===== config.mk =====
export PLATFORM = sky130hd
export DESIGN_NAME = lsu
export DESIGN_NICKNAME = d
export VERILOG_FILES = /design/src/rtl/lsu_pkg.sv /design/src/rtl/lsu_align.sv /design/src/rtl/lsu.sv
export SDC_FILE = /design/constraint.sdc
export NUM_CORES = 1
export LEC_CHECK = 0
export BUFFER_PORTS_ARGS = -buffer_cell sky130_fd_sc_hd__buf_2
export CORE_AREA = 2 2 110 112
export CTS_CLUSTER_DIAMETER = 100
export DETAILED_ROUTE_END_ITERATION = 12
export DIE_AREA = 0 0 112 114
export GPL_TIMING_DRIVEN = 0
export PLACE_DENSITY_LB_ADDON = 0.1
export SETUP_SLACK_MARGIN = 0.5
export SYNTH_ARGS = -nofsm -noshare
export SYNTH_HDL_FRONTEND = slang
export SYNTH_SLANG_ARGS = --single-unit

===== constraint.sdc =====
create_clock -name clk_i -period 2.3 [get_ports clk_i]
set_input_delay 0.575 -clock clk_i [delete_from_list [all_inputs] [get_ports clk_i]]
set_output_delay 0.575 -clock clk_i [all_outputs]
set_load 0.05 [all_outputs]

===== src/rtl/lsu_pkg.sv =====
// Shared types and helpers for the load/store unit.
package lsu_pkg;

   typedef enum logic [1:0] {
      BYTE = 2'b00,
      HALF = 2'b01,
      WORD = 2'b10
   } mem_width_e;

   typedef enum logic [1:0] {
      IDLE,
      REQ,
      WAIT_RSP,
      RESP
   } lsu_state_e;

   // Width 11 is never legal; half and word accesses must be naturally aligned.
   function automatic logic lsu_illegal(input logic [1:0] width, input logic [1:0] offset);
      logic bad;
      case (mem_width_e'(width))
         BYTE:    bad = 1'b0;
         HALF:    bad = offset[0];
         WORD:    bad = (offset != 2'b00);
         default: bad = 1'b1;
      endcase
      return bad;
   endfunction

endpackage


===== src/rtl/lsu_align.sv =====
// Combinational lane steering: store byte-enable/data replication and
// load lane extraction with sign or zero extension.
module lsu_align
   import lsu_pkg::*;
(
   input  logic [1:0]  i_st_width,
   input  logic [1:0]  i_st_offset,
   input  logic [31:0] i_st_wdata,
   output logic [3:0]  o_st_be,
   output logic [31:0] o_st_wdata,
   input  logic [1:0]  i_ld_width,
   input  logic        i_ld_sign,
   input  logic [1:0]  i_ld_offset,
   input  logic [31:0] i_ld_rdata,
   output logic [31:0] o_ld_data
);

   logic [15:0] w_lane;

   always_comb begin
      o_st_be    = 4'b0000;
      o_st_wdata = i_st_wdata;
      case (mem_width_e'(i_st_width))
         BYTE: begin
            o_st_be    = 4'b0001 << i_st_offset;
            o_st_wdata = {4{i_st_wdata[7:0]}};
         end
         HALF: begin
            o_st_be    = 4'b0011 << i_st_offset;
            o_st_wdata = {2{i_st_wdata[15:0]}};
         end
         WORD:    o_st_be = 4'b1111;
         default: o_st_be = 4'b0000;
      endcase
   end

   // i_ld_sign = 1 selects zero extension (func3[2]).
   assign w_lane = 16'(i_ld_rdata >> {i_ld_offset, 3'b000});

   always_comb begin
      o_ld_data = i_ld_rdata;
      case (mem_width_e'(i_ld_width))
         BYTE:    o_ld_data = {{24{~i_ld_sign & w_lane[7]}}, w_lane[7:0]};
         HALF:    o_ld_data = {{16{~i_ld_sign & w_lane[15]}}, w_lane};
         default: o_ld_data = i_ld_rdata;
      endcase
   end

endmodule


===== src/rtl/lsu.sv =====
// Single-outstanding load/store unit. Define LSU_BUS_TIMEOUT_EN to abort
// bus waits after TIMEOUT_CYCLES cycles with an error response.
module lsu
   import lsu_pkg::*;
#(
   parameter int TIMEOUT_CYCLES = 16
) (
   input  logic        clk_i,
   input  logic        rst_ni,
   input  logic        req_valid_i,
   output logic        req_ready_o,
   input  logic        mem_read_i,
   input  logic        mem_write_i,
   input  logic        mem_sign_i,
   input  logic [1:0]  mem_width_i,
   input  logic [31:0] addr_i,
   input  logic [31:0] wdata_i,
   output logic        rsp_valid_o,
   output logic [31:0] rsp_rdata_o,
   output logic        rsp_err_o,
   output logic        data_req_o,
   input  logic        data_gnt_i,
   output logic        data_we_o,
   output logic [3:0]  data_be_o,
   output logic [31:0] data_addr_o,
   output logic [31:0] data_wdata_o,
   input  logic        data_rvalid_i,
   input  logic [31:0] data_rdata_i,
   input  logic        data_err_i
);

   if (TIMEOUT_CYCLES < 2) begin : g_bad_timeout
      $error("lsu: TIMEOUT_CYCLES must be at least 2");
   end

   lsu_state_e  r_state;
   lsu_state_e  w_state_next;
   logic        r_we;
   logic        r_sign;
   logic        r_err;
   logic [1:0]  r_width;
   logic [1:0]  r_offset;
   logic [3:0]  r_be;
   logic [31:0] r_addr;
   logic [31:0] r_wdata;
   logic [31:0] r_rdata;
   logic        w_accept;
   logic        w_illegal;
   logic        w_timeout;
   logic [3:0]  w_st_be;
   logic [31:0] w_st_wdata;
   logic [31:0] w_ld_data;

   assign w_accept  = req_valid_i & (r_state == IDLE) & (mem_read_i | mem_write_i);
   assign w_illegal = lsu_illegal(mem_width_i, addr_i[1:0]);

   lsu_align u_align (
      .i_st_width  (mem_width_i),
      .i_st_offset (addr_i[1:0]),
      .i_st_wdata  (wdata_i),
      .o_st_be     (w_st_be),
      .o_st_wdata  (w_st_wdata),
      .i_ld_width  (r_width),
      .i_ld_sign   (r_sign),
      .i_ld_offset (r_offset),
      .i_ld_rdata  (data_rdata_i),
      .o_ld_data   (w_ld_data)
   );

`ifdef LSU_BUS_TIMEOUT_EN
   localparam int CNT_W = $clog2(TIMEOUT_CYCLES);
   logic [CNT_W-1:0] r_cnt;

   assign w_timeout = (r_cnt == CNT_W'(TIMEOUT_CYCLES - 1));

   // Restarts on every state change, so it times REQ and WAIT_RSP separately.
   always_ff @(posedge clk_i or negedge rst_ni) begin
      if (!rst_ni) begin
         r_cnt <= '0;
      end else if (w_state_next != r_state) begin
         r_cnt <= '0;
      end else if ((r_state == REQ) || (r_state == WAIT_RSP)) begin
         r_cnt <= r_cnt + 1'b1;
      end
   end
`else
   assign w_timeout = 1'b0;
`endif

   always_ff @(posedge clk_i or negedge rst_ni) begin
      if (!rst_ni) begin
         r_state <= IDLE;
      end else begin
         r_state <= w_state_next;
      end
   end

   always_comb begin
      w_state_next = r_state;
      req_ready_o  = 1'b0;
      rsp_valid_o  = 1'b0;
      rsp_rdata_o  = '0;
      rsp_err_o    = 1'b0;
      data_req_o   = 1'b0;
      data_we_o    = 1'b0;
      data_be_o    = '0;
      data_addr_o  = '0;
      data_wdata_o = '0;
      case (r_state)
         IDLE: begin
            req_ready_o = 1'b1;
            if (w_accept) begin
               w_state_next = w_illegal ? RESP : REQ;
            end
         end
         REQ: begin
            data_req_o   = 1'b1;
            data_we_o    = r_we;
            data_be_o    = r_be;
            data_addr_o  = r_addr;
            data_wdata_o = r_wdata;
            if (data_gnt_i) begin
               w_state_next = WAIT_RSP;
            end else if (w_timeout) begin
               w_state_next = RESP;
            end
         end
         WAIT_RSP: begin
            if (data_rvalid_i || w_timeout) begin
               w_state_next = RESP;
            end
         end
         RESP: begin
            rsp_valid_o  = 1'b1;
            rsp_rdata_o  = r_rdata;
            rsp_err_o    = r_err;
            w_state_next = IDLE;
         end
         default: w_state_next = IDLE;
      endcase
   end

   always_ff @(posedge clk_i or negedge rst_ni) begin
      if (!rst_ni) begin
         r_we     <= 1'b0;
         r_sign   <= 1'b0;
         r_err    <= 1'b0;
         r_width  <= '0;
         r_offset <= '0;
         r_be     <= '0;
         r_addr   <= '0;
         r_wdata  <= '0;
         r_rdata  <= '0;
      end else if (w_accept) begin
         r_we     <= mem_write_i;
         r_sign   <= mem_sign_i;
         r_err    <= w_illegal;
         r_width  <= mem_width_i;
         r_offset <= addr_i[1:0];
         r_be     <= w_st_be;
         r_addr   <= {addr_i[31:2], 2'b00};
         r_wdata  <= w_st_wdata;
         r_rdata  <= '0;
      end else if ((r_state == WAIT_RSP) && data_rvalid_i) begin
         r_err   <= data_err_i;
         r_rdata <= (r_we | data_err_i) ? '0 : w_ld_data;
      end else if (w_timeout && (((r_state == REQ) && !data_gnt_i) || (r_state == WAIT_RSP))) begin
         r_err <= 1'b1;
      end
   end

endmodule


# Yosys cells after proc, flatten, opt, wreduce, memory -nomap -nowiden
# Cells that the tools add are included.
# Widths: inputs -> output; s select.
[totals]
regBits = 107
latch_bits = 0
mem_bits_rw = 0
romBits = 0
in_bits = 107
out_inout_bits = 105
memories = 0
[op_classes]
add_sub_neg = 0
multipliers = 0
n_div = 0
order_cmp = 0
n_eq_ne = 9
n_shift = 3
muxes = 23
bitwise_logic = 7
reduce_logical = 7
[ops]
columns = ["operator", "count"]
rows = [
  ["$mux 32", 6],
  ["$pmux 32 s2", 2],
  ["$shr 32x5->16", 1],
  ["$pmux 4 s3", 1],
  ["$mux 2", 4],
  ["$pmux 2 s4", 1],
  ["$mux 1", 7],
  ["$eq 2x1->1 const B", 3],
  ["$eq 2x2->1 const B", 3],
  ["$logic_not 2->1", 3],
  ["$ne 2x2->1 const B", 3],
  ["$and 1x1->1", 4],
  ["$mux 4", 1],
  ["$reduce_bool 2->1", 2],
  ["$shl 1x2->4 const A", 1],
  ["$shl 2x2->4 const A", 1],
  ["$pmux 1 s3", 1],
  ["$reduce_and 3->1", 1],
  ["$or 1x1->1", 2],
  ["$logic_and 1x1->1", 1],
  ["$not 1->1", 1],
]

# Depth between registers and ports, before layout
# Gate-level depths: netlist (run 1).
[logic_depth]
depth_word = 6
ltp_mapped = 8
depth_no_buf = 6

# Cells and area by module
# A second synthesis (run 1) with hierarchy kept.
[hier_totals]
cells_unflattened = 726
area_unflattened_um2 = 6077.1
[by_module_without_submodules]
columns = ["mod", "instances", "cells_per_inst", "area_each_um2"]
rows = [
  ["lsu", 1, 550, 4857.2],
  ["lsu_align", 1, 176, 1219.9],
]

# Least setup slack after synthesis (run 1)
# Ideal clock, no wire load.
[synth_timing]
kind = "reg2out"
start = "reg r_state[1]"
end = "out data_addr_o[10]"
t_arrival_ns = 1.944
setup_slack_ns = -0.219
stages_incl_launch_ff = 6
cell_sequence = "dfrtp_1 -> inv_1 -> ha_1 -> clkbuf_1 -> clkbuf_1 -> and2_1"
[synth_between]
elab_chain_cells = 2
[synth_lines]
columns = ["element", "line", "text"]
rows = [
  ["from (decl)", "lsu.sv:36", "lsu_state_e r_state;"],
  ["from (signal assigned)", "lsu.sv:94", "r_state <= w_state_next;"],
  ["$eq 2x1->1", "lsu.sv:109", "case (r_state)"],
  ["$mux 32", "lsu.sv:109", ""],
  ["to (decl)", "lsu.sv:25", "output logic [31:0] data_addr_o,"],
]
# No other way between the ends.

# Worst setup path after layout (run 1)
[layout_timing]
start = "reg r_state[1]"
end = "out data_addr_o[20]"
# Same word-level chain as after synthesis.

==> results.sh, run 1 <==
export IMPL_initial_core_util_pct=48.1
export IMPL_p_per_area_nw_per_um2=1330
export IMPL_core_area_um2=11700
export IMPL_peakVddDrop_v=0.000803
export IMPL_firstDrtPassIters=5
export IMPL_crit_chain="inv_2, ha_4, clkbuf_16, clkbuf_16, and2_4, buf_8"
export IMPL_tightest_slew_ns=0.623
export IMPL_layout_min_cycle_time_ns=2.24
export IMPL_maxCapViolCount=0
export IMPL_relSlewSlack_pct=58.5
export IMPL_hold_viol=0
export IMPL_drc=0
export IMPL_worstSetupPathType="flip-flop to output pin"
export IMPL_clock_sinks=107
export IMPL_period_share_pct=97.3
export IMPL_diodes=0
export IMPL_die_x_um=112
export IMPL_finClkSkew_ns=0.00430
export IMPL_critPathArrivalTime_ns=1.66
export IMPL_reg2reg_depth=10
export IMPL_ys_flop_type="dfrtp_1"
export IMPL_dp_hpwl_um=12000
export IMPL_root_buffer="clkbuf_16"
export IMPL_p_leak_nw=4.67
export IMPL_ios=212
export IMPL_maxSlewViolCount=0
export IMPL_fin_nets=1004
export IMPL_intPower_w=0.00711
export IMPL_yosysWarnings=0
export IMPL_fin_util_pct=79.2
export IMPL_synth_edff_count=0
export IMPL_switching_power_w=0.00521
export IMPL_ys_types=44
export IMPL_outcome="completed"
export IMPL_die_height_um=114
export IMPL_postSynth_asyncResetShare_pct=100
export IMPL_grt_pass1_vias=5632
export IMPL_antenna_found_initial=1
export IMPL_yosysSeqAreaShare_pct=47.5
export IMPL_pwr_share_seq_pct=26.6
export IMPL_syn_avg_cell_area_um2=9.04
export IMPL_cp_buffers_inverters=4
export IMPL_via_per_inst=5.53
export IMPL_grt_overflow_total=0
export IMPL_place_area_um2=7130
export IMPL_routed_wl_um=18500
export IMPL_drive_gt1_share_pct=49.4
export IMPL_netlist_area_um2=5630
export IMPL_grt_use_total_pct=27.6
export IMPL_cts_tree="built"
export IMPL_crit_cells=6
export IMPL_setup_viol=0
export IMPL_startpoint_type="flip-flop"
export IMPL_vias=5775
export IMPL_place_congestion=0.894
export IMPL_num_rows=40
export IMPL_rsz0062_at_grt="true"
export IMPL_end_kind="output pin"
export IMPL_synthCells=623
export IMPL_clock_power_share_pct=13.3
export IMPL_drt_antenna_violating_nets=0
export IMPL_port_buffers=207
export IMPL_ys_ff_latch=107
export IMPL_fmax_mhz=447
export IMPL_wl_per_cell_um=17.8
export IMPL_final_area_um2=9270
export IMPL_cp_slowest_cell="dfrtp_2"
export IMPL_die_area_um2=12800
export IMPL_clk_pin_slew_ns=0.07
export IMPL_cpMostUsedCell="clkbuf_16"
export IMPL_num_fill_cells=739
export IMPL_cp_top_family="buffers and inverters"
export IMPL_drt_iter0_drc=528
export IMPL_grt_start_max_net_pins=64
export IMPL_grt_pass1_wl_um=28000
export IMPL_min_path_type="input pin to async pin"
export IMPL_cts_max_level=3
export IMPL_critPathMaxStageDelay_ns=0.44
export IMPL_power_share_combinational_pct=60.1
export IMPL_clock_path_buffers=2
export IMPL_swShare_pct=42.3
export IMPL_syn2layout_area_growth_pct=64.6
export IMPL_crit_required_ns=1.73
export IMPL_worstPathMaxFanout=10
export IMPL_insertion_delay_ns=0.35
export IMPL_cts_made_buffers=9
-- power by group through the flow --
stage	Clock, W	Sequential, W	Combinational, W
final	0.00163	0.00328	0.00741
after global routing	0.00172	0.00338	0.00782
after CTS	0.00165	0.00324	0.00675
after detailed placement	0	0.00324	0.00513
after global placement	0	0.00320	0.00505
after floorplan	0	0.00309	0.00406
-- layout make-up --
cell class | count | area (um^2) | share of cell area [%]
Buffer | 45 | 449 | 4.85
Clock buffer | 12 | 267 | 2.87
Clock inverter | 4 | 47.5 | 0.513
Inverter | 9 | 36.3 | 0.391
Multi-Input combinational cell | 463 | 3060 | 33.0
Sequential cell | 107 | 2680 | 28.9
Tap cell | 147 | 184 | 1.98
Timing Repair Buffer | 257 | 2550 | 27.5
-- cells in the final DEF, fill, tap and decap left out, drive strengths merged, types with 3 or more instances in the layout --
cell    netlist  final
a21oi        14     14
a221o        16     16
a221oi        6      6
a22o          8      8
a22oi         8      8
and2        100    100
buf          14    278
clkbuf       31     36
clkinv        1      3
dfrtp       107    107
ha            5      5
inv           8      8
mux2          9      9
mux2i        29     29
nand2       162    162
nor2         23     23
nor3          3      3
nor3b         3      3
o21ai        46     46
o22ai         6      6
o31ai         7      7
-- logic make-up (layout without fill, tap and decap cells) --
| group | count (synthesis) | after routing | share of synthesized area [%] |
|---|---|---|---|
| compound gates | 121 | 121 | 14.7 |
| fa+ha+maj | 5 | 5 | 1.11 |
| mux | 38 | 38 | 6.95 |
| other cells | 1 | 2 | 0.0666 |
| buf+inv | 54 | 327 | 4.13 |
| simple gates | 297 | 297 | 25.5 |
| flops | 107 | 107 | 47.5 |
-- registers in the layout (all words and copies together), names as in the netlist --
| name | flops |
|---|---|
| r_rdata | 32 |
| r_wdata | 32 |
| r_addr | 30 |
| r_be | 4 |
| r_offset | 2 |
| r_state | 2 |
| r_width | 2 |
| r_err | 1 |
| r_sign | 1 |
| r_we | 1 |
-- per-stage QoR --
step	setup slack, ns	std cells	hold slack (ns)	TNS (ns)	power, W
after CTS	0.0561	1022	0.254	0	0.0116
after floorplan	0.371	624	0.279	0	0.00715
after global routing	0.0154	1044	0.274	0	0.0129
after detailed placement	-0.219	979	0.461	-3.81	0.00837
final	0.0618	1044	0.233	0	0.0123
after global placement	-0.782	978	0.452	-66.36	0.00824
-- layer usage --
metal / global-route usage, % / wire length (um)
met4: 9.51 / 545
met5: 0 / 0
met1: 35.4 / 7100
met3: 4.84 / 1410
met2: 47.7 / 9470
-- cells in the mapped netlist, types with 2 or more instances --
cell type,count,area [um^2]
a22o_1,8,70.1
nand3b_1,2,15.0
nor3_2,2,20.0
o22ai_1,6,37.5
and2_1,100,626
buf_2,9,45.0
ha_1,5,62.6
o211a_1,2,20.0
o31ai_1,6,45.0
mux2i_1,29,290
a221o_1,16,160
o21ai_0,45,225
dfrtp_1,107,2680
inv_1,8,30.0
mux2_2,9,101
a221oi_1,6,52.6
buf_4,3,22.5
nor3b_1,2,15.0
nor2_1,22,82.6
a21oi_1,14,70.1
nand2_1,162,608
a22oi_1,8,60.1
clkbuf_1,31,116
-- final timing paths --
path                                    to        from  slack, ns
max                        data_addr_o[20]  r_state[1]       0.06
min in group clk_i              r_addr[19]  addr_i[19]       0.42
min                            r_rdata[19]      rst_ni       0.23
max in group asynchronous       r_addr[31]      rst_ni       1.33
min reg2reg                      r_addr[4]   r_addr[4]       0.48
max reg2reg                    r_rdata[17]  r_state[0]       0.28
-- repair_timing --
item | in CTS | in global routing
setup buffers | 21 | 15
gates cloned | 6 | 7
hold endpoints to repair | 0 | 0
resized for setup | 362 | 100
hold buffers | 0 | 0
pin swaps | 2 | 4
endpoints found under the setup margin | 193 | 195
No activity file was read; power rests on OpenSTA's default activity.
==> run 2, diff against run 1 <==
--- a/config.mk
+++ b/config.mk
@@ -5,11 +5,11 @@
 export SDC_FILE = /design/constraint.sdc
 export NUM_CORES = 1
 export LEC_CHECK = 0
-export BUFFER_PORTS_ARGS = -buffer_cell sky130_fd_sc_hd__buf_2
-export CORE_AREA = 2 2 110 112
-export CTS_CLUSTER_DIAMETER = 100
+export CORE_AREA = 2 2 100 102
+export CTS_CLUSTER_DIAMETER = 80
 export DETAILED_ROUTE_END_ITERATION = 12
-export DIE_AREA = 0 0 112 114
+export DIE_AREA = 0 0 102 104
+export DONT_BUFFER_PORTS = 1
 export GPL_TIMING_DRIVEN = 0
 export PLACE_DENSITY_LB_ADDON = 0.1
 export SETUP_SLACK_MARGIN = 0.5
==> results.sh, run 2 (same netlist as run 1, synthesis figures left out) <==
export IMPL_min_path_type="input pin to async pin"
export IMPL_worstPathMaxFanout=8
export IMPL_p_per_area_nw_per_um2=1450
export IMPL_via_per_inst=5.98
export IMPL_place_congestion=0.898
export IMPL_layout_min_cycle_time_ns=2.38
export IMPL_regArea_um2=2680
export IMPL_syn2layout_area_growth_pct=29.4
export IMPL_drc=0
export IMPL_grt_pass1_vias=4933
export IMPL_initial_core_util_pct=59.0
export IMPL_fmax_mhz=421
export IMPL_routed_wl_um=17000
export IMPL_antenna_found_initial=0
export IMPL_grt_overflow_total=0
export IMPL_rr_endpoint="r_rdata[30]"
export IMPL_cts_tree="built"
export IMPL_maxCapViolCount=0
export IMPL_period_share_pct=103
export IMPL_clock_path_buffers=2
export IMPL_regToRegSetupSlack_ns=0.02
export IMPL_setup_viol=45
export IMPL_worstSetupPathType="flip-flop to output pin"
export IMPL_dp_hpwl_um=11100
export IMPL_diodes=0
export IMPL_place_area_um2=6050
export IMPL_cts_max_level=3
export IMPL_core_area_um2=9550
export IMPL_tightest_slew_ns=0.538
export IMPL_violations="hold timing, setup timing"
export IMPL_startpoint_type="flip-flop"
export IMPL_hold_viol=107
export IMPL_relSlewSlack_pct=64.0
export IMPL_ios=212
export IMPL_wl_met1_um=6390
export IMPL_peakVddDrop_v=0.000739
export IMPL_highest_layer="met4"
export IMPL_finClkSkew_ns=0.00949
export IMPL_grt_start_max_net_pins=108
export IMPL_layout_setup_ws_ns=-0.0772
export IMPL_die_height_um=104
export IMPL_reg2reg_depth=11
export IMPL_final_area_um2=7290
export IMPL_drt_iter0_drc=251
export IMPL_route_met3_wl_um=1530
export IMPL_grt_use_total_pct=31.1
export IMPL_outcome="finished, violations left"
export IMPL_num_fill_cells=701
export IMPL_dp_cells=757
export IMPL_grt_pass1_wl_um=25700
export IMPL_critPathArrivalTime_ns=1.80
export IMPL_end_kind="output pin"
export IMPL_p_leak_nw=3.52
export IMPL_rsz0062_at_grt="true"
export IMPL_fin_nets=792
export IMPL_drt_antenna_violating_nets=0
export IMPL_insertion_delay_ns=0.37
export IMPL_cts_made_buffers=9
export IMPL_die_area_um2=10600
export IMPL_root_buffer="clkbuf_8"
export IMPL_layout_commonest_cell="nand2_1"
export IMPL_clk_pin_slew_ns=0.11
export IMPL_maxSlewViolCount=0
export IMPL_pre_cts_ws_ns=-0.0323
export IMPL_whs_ns=-0.120
export IMPL_crit_required_ns=1.73
export IMPL_clock_sinks=107
export IMPL_port_buffers=0
export IMPL_wl_per_cell_um=20.8
export IMPL_reg_top3="r_rdata (32), r_wdata (32), r_addr (30)"
export IMPL_firstDrtPassIters=5
export IMPL_multi_input_area_um2=3160
export IMPL_met2_length_um=8530
export IMPL_finalSetupTns_ns=-2.44
export IMPL_fin_util_pct=76.3
export IMPL_vias=4891
export IMPL_num_rows=36
export IMPL_final_cells=818
export IMPL_final_cell_mix="nand2_1, dfrtp_1, and2_4"
export IMPL_die_x_um=102
export IMPL_drive_gt1_share_pct=35.9
export IMPL_r2r_start="r_state[0]"
-- run 2: cell types whose count changed in the layout (fill, tap and decap cells not counted), sizes merged --
cell	delta
buf	-217
clkbuf	+2
clkinv	+1
clkinvlp	+1
inv	+1
-- run 2: critical path, stage by stage (launching register included) --
cell	delay, ns
dfrtp_1	0.39
buf_4	0.14
ha_4	0.33
buf_6	0.18
clkbuf_8	0.14
and2_4	0.23
-- run 2: worst max path at each step --
stage	startpoint	end	slack, ns	depth (start not counted)
global route	r_state[1]	rsp_rdata_o[12]	-0.11	5
floorplan	r_state[1]	data_addr_o[10]	0.37	5
CTS	r_state[1]	data_be_o[1]	-0.07	5
global placement	r_state[0]	r_width[1]	0.01	6
finish	r_state[1]	rsp_rdata_o[12]	-0.08	5
detailed placement	r_state[0]	r_width[1]	-0.03	6
-- run 2: stage by stage --
| stage | power, W | hold slack (ns) |
|---|---|---|
| 2_1_floorplan | 0.00715 | 0.279 |
| 3_3_place_gp | 0.00774 | 0.282 |
| 3_5_place_dp | 0.00791 | 0.282 |
| 4_1_cts | 0.0102 | -0.132 |
| 5_1_grt | 0.0111 | -0.149 |
| 6_report | 0.0105 | -0.120 |
-- run 2: metal layers --
layer  global-route usage [%]  vias up
li1                         -     2210
met1                     37.3     2398
met2                     50.8      236
met3                     9.34       47
met4                     14.5        0
met5                        0        -
-- run 2: timing repair --
item | CTS | global route
setup buffers | 20 | 7
cloned | 16 | 2
endpoints found under the hold margin | 107 | 107
pin swaps | 21 | 9
endpoints found under the setup margin | 208 | 209
resized for setup | 198 | 55
-- run 2: cell type report --
cell class | instances | area share, %
multi-input combinational | 463 | 43.4
sequential | 107 | 36.8
buffer | 45 | 7.48
timing repair buffer | 45 | 6.78
tap | 133 | 2.28
clock buffer | 9 | 1.70
clock inverter | 7 | 1.05
inverter | 9 | 0.532
-- run 2: power by group --
part	internal, W	switching, W	total, W
registers	0.00273	0.000562	0.00329
logic	0.00241	0.00364	0.00605
clock network	0.000509	0.000679	0.00119
==> run 3, diff against run 2 <==
--- a/config.mk
+++ b/config.mk
@@ -5,10 +5,11 @@
 export SDC_FILE = /design/constraint.sdc
 export NUM_CORES = 1
 export LEC_CHECK = 0
-export CORE_AREA = 2 2 100 102
+export ABC_AREA = 1
+export CORE_AREA = 2 2 104 106
 export CTS_CLUSTER_DIAMETER = 80
 export DETAILED_ROUTE_END_ITERATION = 12
-export DIE_AREA = 0 0 102 104
+export DIE_AREA = 0 0 106 108
 export DONT_BUFFER_PORTS = 1
 export GPL_TIMING_DRIVEN = 0
 export PLACE_DENSITY_LB_ADDON = 0.1
==> results.sh, run 3 <==
export IMPL_netlist_area_um2=6060
export IMPL_yosysSeqAreaShare_pct=44.2
export IMPL_violations="hold timing, setup timing"
export IMPL_postSynth_asyncResetShare_pct=100
export IMPL_met3_usage_pct=8.74
export IMPL_outcome="finished, violations left"
export IMPL_dp_hpwl_um=13600
export IMPL_startpoint_type="flip-flop"
export IMPL_yosys_top_cells_area="dfrtp_1, nand2_1, inv_1"
export IMPL_initial_core_util_pct=59.2
export IMPL_layout_setup_ws_ns=-0.153
export IMPL_finalSetupTns_ns=-10.76
export IMPL_drt_antenna_violating_nets=0
export IMPL_grt_pass1_wl_um=29200
export IMPL_synth_most_common_cell="nand2_1"
export IMPL_clock_path_buffers=2
export IMPL_ys_flop_type="dfrtp_1"
export IMPL_power_w=0.0113
export IMPL_tightest_slew_ns=0.647
export IMPL_synth_simple_area_share_pct=31.1
export IMPL_die_x_um=106
export IMPL_synth_compound_area_share_pct=10.7
export IMPL_num_rows=37
export IMPL_min_path_type="input pin to async pin"
export IMPL_die_height_um=108
export IMPL_num_fill_cells=729
export IMPL_via_per_inst=5.58
export IMPL_synth_top_family_by_area="simple AND/OR/NAND/NOR gates"
export IMPL_port_buffers=0
export IMPL_place_congestion=0.911
export IMPL_synth_xor_area_share_pct=0
export IMPL_yosysWarnings=0
export IMPL_grt_overflow_total=0
export IMPL_fin_util_pct=78.7
export IMPL_clk_pin_slew_ns=0.10
export IMPL_drive_gt1_share_pct=32.0
export IMPL_final_area_um2=8050
export IMPL_layout_commonest_cell="nand2_1"
export IMPL_setup_viol=99
export IMPL_ys_ff_latch=107
export IMPL_cts_tree="built"
export IMPL_core_area_um2=10200
export IMPL_ys_types=27
export IMPL_crit_required_ns=1.73
export IMPL_antenna_found_initial=0
export IMPL_synth_fa_ha_area_share_pct=1.03
export IMPL_ios=212
export IMPL_drc=0
export IMPL_maxSlewViolCount=0
export IMPL_end_kind="output pin"
export IMPL_synth_edff_count=0
export IMPL_hold_viol=107
export IMPL_routed_wl_um=19300
export IMPL_reg2reg_depth=12
export IMPL_insertion_delay_ns=0.38
export IMPL_layout_min_cycle_time_ns=2.45
export IMPL_fmax_mhz=408
export IMPL_whs_ns=-0.114
export IMPL_use_met2_pct=59.3
export IMPL_die_area_um2=11400
export IMPL_synth_area_leader_cell="dfrtp_1"
export IMPL_critPathArrivalTime_ns=1.88
export IMPL_final_cells=1086
export IMPL_top_usage_layer="met2"
export IMPL_p_leak_nw=3.98
export IMPL_worstSetupPathType="flip-flop to output pin"
export IMPL_finClkSkew_ns=0.0110
export IMPL_wl_per_cell_um=17.8
export IMPL_clock_sinks=107
export IMPL_fin_nets=1057
export IMPL_syn_avg_cell_area_um2=6.69
export IMPL_maxCapViolCount=0
export IMPL_syn2layout_area_growth_pct=32.8
export IMPL_worstPathMaxFanout=10
export IMPL_firstDrtPassIters=5
export IMPL_grt_pass1_vias=5942
export IMPL_synth_top_area_share_pct=44.2
export IMPL_rr_endpoint="r_rdata[7]"
export IMPL_period_share_pct=107
export IMPL_relSlewSlack_pct=56.9
export IMPL_diodes=0
export IMPL_dp_cells=1043
export IMPL_grt_start_max_net_pins=108
export IMPL_vias=6057
export IMPL_synth_common_cells="nand2_1, inv_1, dfrtp_1"
export IMPL_r2r_start="r_state[0]"
export IMPL_reg_top3="r_rdata (32), r_wdata (32), r_addr (30)"
export IMPL_grt_use_total_pct=33.0
export IMPL_drt_iter0_drc=374
export IMPL_peakVddDrop_v=0.000843
export IMPL_grt_met1_usage_pct=36.8
export IMPL_cts_max_level=3
export IMPL_regToRegSetupSlack_ns=0.28
export IMPL_root_buffer="clkbuf_8"
export IMPL_final_cell_mix="nand2_1, dfrtp_1, clkinvlp_4"
export IMPL_synthCells=906
export IMPL_place_area_um2=7080
export IMPL_synth_mux_area_fraction_pct=0
export IMPL_p_per_area_nw_per_um2=1400
export IMPL_rsz0062_at_grt="true"
export IMPL_cts_made_buffers=9
==> run 3: cell count changes after synthesis, moves of 11 or more <==
cell	previous run	this run
and2_1	100	0
inv_1	8	138
mux2i_1	29	0
a221o_1	16	0
nand2_1	162	418
a31oi_1	0	11
a21oi_1	14	42
nand3_1	0	30
==> run 3: timing repair <==
item | in CTS | in global routing
gates cloned | 6 | 2
setup buffers | 9 | 10
resized for setup | 94 | 71
pin swaps | 24 | 11
setup endpoints to repair | 208 | 200
endpoints found under the hold margin | 107 | 107
==> run 3: cell type report <==
class                   count  area [um^2]  area share [%]
repair buffers             27          349            4.34
plain buffers              53          543            6.75
multi-input cells         607         3190            39.7
clock inverters             4         55.1           0.684
flip-flops and latches    107         2680            33.3
well taps                 136          170            2.11
clock buffers              12          145            1.80
inverters                 140          911            11.3
==> run 3: critical path, cell delays in order, from the launching register on <==
cell	delay [ns]
dfrtp_2	0.47
ha_4	0.24
buf_8	0.15
clkbuf_16	0.16
buf_12	0.15
nand2_2	0.08
clkinvlp_4	0.25
==> run 3: routing by layer <==
layer / part of all wire, % / wire (um)
met4: 3.5 / 676
met1: 37 / 7240
met3: 8.2 / 1590
met5: 0 / 0
met2: 51 / 9830
==> run 3: cell families (layout without fill, tap and decap cells) <==
family,Yosys count,count (layout)
adders and majority gates,5,5
buffers and inverters,193,236
DFF,107,107
AOI/OAI and AO/OA,119,119
other,1,2
and+or+nand+nor,481,481
==> run 3: stage by stage <==
stage | setup slack [ns] | hold slack (ns)
2_1_floorplan | 0.269 | 0.279
3_3_place_gp | 0.0600 | 0.282
3_5_place_dp | 0.00241 | 0.282
4_1_cts | -0.183 | -0.129
5_1_grt | -0.200 | -0.130
6_report | -0.153 | -0.114
==> run 3: how the worst max path moves through the flow <==
stage          startpoint        endpoint  cells past startpoint  slack (ns)
6_report       r_state[0]  data_addr_o[7]                      6       -0.15
3_5_place_dp   r_state[0]     r_rdata[25]                     10       0.002
5_1_grt        r_state[0]  data_addr_o[7]                      6       -0.20
2_1_floorplan  r_state[1]    data_be_o[1]                      7        0.27
3_3_place_gp   r_state[0]     r_rdata[22]                     10        0.06
4_1_cts        r_state[0]    data_be_o[0]                      6       -0.18
==> run 3: where the power goes <==
group | internal, W | switching, W
Sequential | 0.00269 | 0.000724
Clock | 0.000544 | 0.000669
Combinational | 0.00209 | 0.00458
Total | 0.00532 | 0.00598
